**config.mk**
```make
export PLATFORM = sky130hd
export DESIGN_NAME = pht_upd_sched
export DESIGN_NICKNAME = d
export VERILOG_FILES = /design/src/rtl/pht_upd_sched.sv
export SDC_FILE = /design/constraint.sdc
export NUM_CORES = 1
export LEC_CHECK = 0
export CORE_UTILIZATION = 58
export CTS_BUF_LIST = sky130_fd_sc_hd__clkbuf_4 sky130_fd_sc_hd__clkbuf_8
export CTS_CLUSTER_DIAMETER = 100
export CTS_CLUSTER_SIZE = 24
export DETAILED_ROUTE_END_ITERATION = 8
export PLACE_DENSITY = 0.82
export SLEW_MARGIN = 5
export SYNTH_ARGS = -nofsm -noshare
export SYNTH_HDL_FRONTEND = slang
export SYNTH_SLANG_ARGS = --single-unit
export TNS_END_PERCENT = 10
```
**constraint.sdc**
```tcl
create_clock -name clk -period 5.2 [get_ports clk]
set_input_delay 0.78 -clock clk [delete_from_list [all_inputs] [get_ports clk]]
set_output_delay 0.78 -clock clk [all_outputs]
set_load 0.01 [all_outputs]
```
**src/rtl/pht_upd_sched.sv**
```systemverilog
// PHT write scheduler: two-port in-order enqueue of resolved branches, one PHT
// write per cycle, with a one-cycle bubble between back-to-back same-index writes.
module pht_upd_sched #(
  parameter int IDX_W = 10,
  parameter int DEPTH = 4
) (
  input  logic                       clk,
  input  logic                       rst,
  input  logic                       i_vld0,
  input  logic [IDX_W-1:0]           i_idx0,
  input  logic                       i_taken0,
  input  logic                       i_vld1,
  input  logic [IDX_W-1:0]           i_idx1,
  input  logic                       i_taken1,
  input  logic                       i_pause,
  output logic                       o_stall,
  output logic                       o_pht_wr_en,
  output logic [IDX_W-1:0]           o_pht_wr_addr,
  output logic                       o_jmpcond,
  output logic [$clog2(DEPTH):0]     o_count,
  output logic                       o_ovf
);

  localparam int AW = $clog2(DEPTH);
  localparam int PW = AW + 1;

  logic [IDX_W-1:0] idx_mem_q [DEPTH];
  logic [DEPTH-1:0] taken_mem_q;

  logic [PW-1:0]    wptr_q, wptr_d;
  logic [PW-1:0]    rptr_q, rptr_d;
  logic             last_vld_q;
  logic [IDX_W-1:0] last_idx_q;
  logic             ovf_q, ovf_d;

  logic [PW-1:0]    count;
  logic [PW-1:0]    occ_after_pop;
  logic [PW-1:0]    free_after_pop;
  logic             empty;
  logic             hazard;
  logic             pop;
  logic [IDX_W-1:0] head_idx;
  logic             head_taken;
  logic             we0, we1;
  logic             sel1_p0;
  logic [AW-1:0]    slot1;

  always_comb begin
    count      = wptr_q - rptr_q;
    empty      = (count == '0);
    head_idx   = idx_mem_q[rptr_q[AW-1:0]];
    head_taken = taken_mem_q[rptr_q[AW-1:0]];
    hazard     = last_vld_q && (last_idx_q == head_idx);
    pop        = !empty && !i_pause && !hazard;
    rptr_d     = rptr_q + PW'(pop);

    // A same-cycle pop frees its slot for this cycle's push.
    occ_after_pop  = count - PW'(pop);
    free_after_pop = PW'(DEPTH) - occ_after_pop;

    we0     = 1'b0;
    we1     = 1'b0;
    sel1_p0 = 1'b0;
    wptr_d  = wptr_q;
    ovf_d   = ovf_q;
    if (i_vld0 && i_vld1) begin
      if (free_after_pop >= PW'(2)) begin
        we0    = 1'b1;
        we1    = 1'b1;
        wptr_d = wptr_q + PW'(2);
      end else if (free_after_pop != '0) begin
        we0    = 1'b1;
        wptr_d = wptr_q + PW'(1);
        ovf_d  = 1'b1;
      end else begin
        ovf_d  = 1'b1;
      end
    end else if (i_vld0) begin
      if (free_after_pop != '0) begin
        we0    = 1'b1;
        wptr_d = wptr_q + PW'(1);
      end else begin
        ovf_d  = 1'b1;
      end
    end else if (i_vld1) begin
      if (free_after_pop != '0) begin
        we1    = 1'b1;
        wptr_d = wptr_q + PW'(1);
      end else begin
        ovf_d  = 1'b1;
      end
    end
    sel1_p0 = we0;
    slot1   = wptr_q[AW-1:0] + AW'(sel1_p0);
  end

  assign o_pht_wr_en   = pop;
  assign o_pht_wr_addr = empty ? '0 : head_idx;
  assign o_jmpcond     = empty ? 1'b0 : head_taken;
  assign o_count       = count;
  assign o_stall       = (count > PW'(DEPTH - 2));
  assign o_ovf         = ovf_q;

  // Storage carries no reset; pointers alone define validity.
  always_ff @(posedge clk) begin
    if (we0) begin
      idx_mem_q[wptr_q[AW-1:0]]   <= i_idx0;
      taken_mem_q[wptr_q[AW-1:0]] <= i_taken0;
    end
    if (we1) begin
      idx_mem_q[slot1]   <= i_idx1;
      taken_mem_q[slot1] <= i_taken1;
    end
  end

  always_ff @(posedge clk or posedge rst) begin
    if (rst) begin
      wptr_q     <= '0;
      rptr_q     <= '0;
      last_vld_q <= 1'b0;
      last_idx_q <= '0;
      ovf_q      <= 1'b0;
    end else begin
      wptr_q     <= wptr_d;
      rptr_q     <= rptr_d;
      last_vld_q <= pop;
      if (pop) last_idx_q <= head_idx;
      ovf_q      <= ovf_d;
    end
  end

endmodule

```
==> flow_summary.json <==
{
  "status": "complete, no violations",
  "flow.area_growth_from_synthesis_pct": 18.3,
  "avgViaCountPerCell": 5.91,
  "die_width_um": 81.6,
  "clock_tree_from_tritoncts": "yes",
  "worst_clock_skew_ns": 0.00803,
  "worst_setup_hold_path_clk_slew_ns": 0.07,
  "synth_common_cells": "sky130_fd_sc_hd__edfxtp_1 (40), sky130_fd_sc_hd__mux2i_1 (28), sky130_fd_sc_hd__mux2_1 (26)",
  "synth.cell_area_mm2": 0.00368,
  "register_to_register_path_depth": 20,
  "die_outline_area_mm2": 0.00666,
  "synth_enable_flop_cells": 40,
  "hold_path.class": "reg -> reg",
  "cap_violations": 0,
  "filler_cell_count": 431,
  "rsz0062_at_grt": "yes",
  "synth.most_common_cell": "sky130_fd_sc_hd__edfxtp_1",
  "worstPathArrival_ns": 4.98,
  "tightestPinTransition_ns": 0.775,
  "grt_start_max_net_pins": 27,
  "grt.overflow.total": 0,
  "start_kind": "register",
  "synth_area_leaders": "sky130_fd_sc_hd__edfxtp_1 (33%), sky130_fd_sc_hd__dfrtp_1 (12%), sky130_fd_sc_hd__mux2_1 (8.0%)",
  "ctsHtreeMaxLevel": 3,
  "clock.fmax_ghz": 0.205,
  "drt-wirelength-per-cell_um": 18.8,
  "drv_slew": 0,
  "grt_antenna_before_repair": 0,
  "pre_cts_ws_ns": 0.0621,
  "critPathCaptureType": "register",
  "synth_largest_type_area_fraction_pct": 32.7,
  "final.hold.worst_slack_ns": 0.456,
  "floorplan.initialDensity_pct": 61.0,
  "route.detailed.drc": 0,
  "cts_buffers": 9,
  "synthCells": 281,
  "yosys.cell_types.count": 56,
  "clock_latency_ns": 0.34,
  "floorplan.io_pins": 44,
  "r2r-start": "wptr_q[0]$_DFFE_PP0P_",
  "global_route_wire_length_before_repair_um": 12200,
  "yosys.area_share.simple_pct": 7.79,
  "clock_path_buffers": 2,
  "r2r_end": "idx_mem_q[1][1]$_DFFE_PP_",
  "portBuffers": 43,
  "syn_area_per_cell_um2": 13.1,
  "finalSetupViolations": 0,
  "dr_total_vias": 2416,
  "finalHoldViolCount": 0,
  "fin_cells": 409,
  "worstSetupEndpoint": "idx_mem_q[1][1]$_DFFE_PP_",
  "die-height_um": 81.6,
  "clockRootBuffer": "sky130_fd_sc_hd__clkbuf_8",
  "synth_top_family_by_area": "multiplexers",
  "antenna_left": 0,
  "place.detailed.instances": 393,
  "post-route-min-period_ns": 4.89,
  "drt_pass1_iterations": 4,
  "placeableCoreArea_mm2": 0.00603,
  "seq_area_frac_synth_pct": 47.1,
  "synth-main-ff-cell": "sky130_fd_sc_hd__edfxtp_1",
  "slew-limit-headroom_pct": 48.3,
  "rows": 28,
  "synth-warning-count": 0,
  "tritoncts_num_sinks": 62,
  "totalWireLength_um": 7700,
  "cp_data_required_time_ns": 5.29,
  "synth.ff_latch_count": 62,
  "drt-initial-drc-count": 88,
  "timing_worst_setup_path_type": "reg -> reg",
  "synthXorXnorAreaFrac_pct": 5.14,
  "antennaDiodeCount": 0,
  "gr-usage-all-layers_pct": 25.8,
  "synth-compound-area-share_pct": 5.65,
  "timing.critical_path.from": "wptr_q[0]$_DFFE_PP0P_",
  "globalplace.congestion": 0.850,
  "cp_max_fo": 12,
  "nNetsFinal": 367,
  "holdBufCountCts": 0,
  "hpwl_um": 5330,
  "yosys.area.top_type": "sky130_fd_sc_hd__edfxtp_1",
  "post_route_cells_drive_above_1_share_pct": 20.4,
  "asyncSetResetFlopFracSynth_pct": 29.0,
  "r2r_slack_ns": 0.31,
  "final_critical_path_setup_slack_ns": 0.313,
  "grt_pass1_vias": 2405,
  "synth-adder-area-share_pct": 4.22,
  "synthesis.nets": 319,
  "finalCritPeriodShare_pct": 94.0,
  "share_of_synthesized_area_spent_on_multiplexers_pct": 25.9
}
==> repair_timing <==
action	in CTS	in global routing
gates resized for setup	0	7
setup buffers	0	0
endpoints found under the setup margin	0	83
==> metal layers <==
| layer | global-route usage (%) | wire length, um | vias to the layer above |
|---|---|---|---|
| met1 | 35.8 | 3510 | 1205 |
| met4 | 10.0 | 106 | 0 |
| li1 | - | - | 1130 |
| met2 | 40.8 | 3780 | 71 |
| met5 | 0 | 0 | - |
| met3 | 3.78 | 310 | 10 |
==> placed cells by master, fill, tap and decap left out, types with 4 or more instances in the layout <==
cell type	instances
sky130_fd_sc_hd__nand2_1	7
sky130_fd_sc_hd__clkbuf_8	10
sky130_fd_sc_hd__clkdlybuf4s50_1	43
sky130_fd_sc_hd__mux2_4	4
sky130_fd_sc_hd__dfxtp_1	4
sky130_fd_sc_hd__mux2_2	21
sky130_fd_sc_hd__and3_1	4
sky130_fd_sc_hd__mux2_1	26
sky130_fd_sc_hd__xor2_1	7
sky130_fd_sc_hd__edfxtp_1	40
sky130_fd_sc_hd__inv_1	13
sky130_fd_sc_hd__buf_4	7
sky130_fd_sc_hd__mux2i_1	28
sky130_fd_sc_hd__ha_1	10
sky130_fd_sc_hd__o21ai_0	7
sky130_fd_sc_hd__dfrtp_1	18
sky130_fd_sc_hd__nor2_1	13
sky130_fd_sc_hd__nor2b_1	5
sky130_fd_sc_hd__nor3_2	4
sky130_fd_sc_hd__xnor2_1	10
==> worst max-delay path, cell delays in order (launching register included) <==
cell and delay (ns):
sky130_fd_sc_hd__dfrtp_1 0.40, sky130_fd_sc_hd__inv_1 0.13, sky130_fd_sc_hd__ha_1 0.24, sky130_fd_sc_hd__fa_1 0.37, sky130_fd_sc_hd__xnor3_2 0.30, sky130_fd_sc_hd__inv_2 0.07
sky130_fd_sc_hd__nor3_4 0.43, sky130_fd_sc_hd__or2_4 0.25, sky130_fd_sc_hd__a21oi_4 0.04, sky130_fd_sc_hd__inv_1 0.07, sky130_fd_sc_hd__ha_1 0.14, sky130_fd_sc_hd__inv_1 0.04
sky130_fd_sc_hd__ha_1 0.22, sky130_fd_sc_hd__xor2_1 0.26, sky130_fd_sc_hd__nand3_2 0.17, sky130_fd_sc_hd__and2_1 0.19, sky130_fd_sc_hd__ha_1 0.36, sky130_fd_sc_hd__inv_1 0.10
sky130_fd_sc_hd__nor3_2 0.20, sky130_fd_sc_hd__buf_4 0.27, sky130_fd_sc_hd__mux2_2 0.37
==> worst min path at each step <==
stage,startpoint,end,slack [ns],cells after the start
6_report,o_ovf$_DFFE_PP0P_,o_ovf$_DFFE_PP0P_,0.46,1
5_1_grt,o_ovf$_DFFE_PP0P_,o_ovf$_DFFE_PP0P_,0.48,1
4_1_cts,o_ovf$_DFFE_PP0P_,o_ovf$_DFFE_PP0P_,0.46,1
3_5_place_dp,o_ovf$_DFFE_PP0P_,o_ovf$_DFFE_PP0P_,0.45,1
3_3_place_gp,o_ovf$_DFFE_PP0P_,o_ovf$_DFFE_PP0P_,0.45,1
2_1_floorplan,wptr_q[2]$_DFFE_PP0N_,wptr_q[2]$_DFFE_PP0N_,0.45,1
==> final cells by class <==
cell class | instances | area (um2) | share of cell area, %
multi-input combinational | 191 | 1810 | 41.5
clock inverter | 5 | 26.3 | 0.604
inverter | 14 | 52.6 | 1.21
timing repair buffer | 51 | 494 | 11.4
clock buffer | 11 | 145 | 3.34
sequential | 62 | 1730 | 39.8
tap | 75 | 93.8 | 2.16
==> cell families after synthesis <==
family	count (synthesis)
AO/OA/AOI/OAI	26
XOR/XNOR	19
adder cells (fa/ha/maj)	12
buffers and inverters	28
flip-flops	62
multiplexers	83
AND/OR/NAND/NOR	51
==> stage by stage <==
stage	util, %	cell area, um2	TNS [ns]
final	72.2	4350	0
after global routing	72.2	4350	-0.146
after CTS	71.8	4330	0
after detailed placement	69.0	4160	0
after global placement	69.0	4160	0
after floorplan	-	3680	0
==> flip-flops by register name, indices dropped and copies added, names as in the netlist <==
| signal | flops |
|---|---|
| last_vld_q | 1 |
| taken_mem_q | 4 |
| wptr_q | 3 |
| rptr_q | 3 |
| last_idx_q | 10 |
| idx_mem_q | 40 |
| o_ovf | 1 |
Power is not shown: default switching activity piles up to over one toggle a cycle in this logic, so the estimate is an artifact.
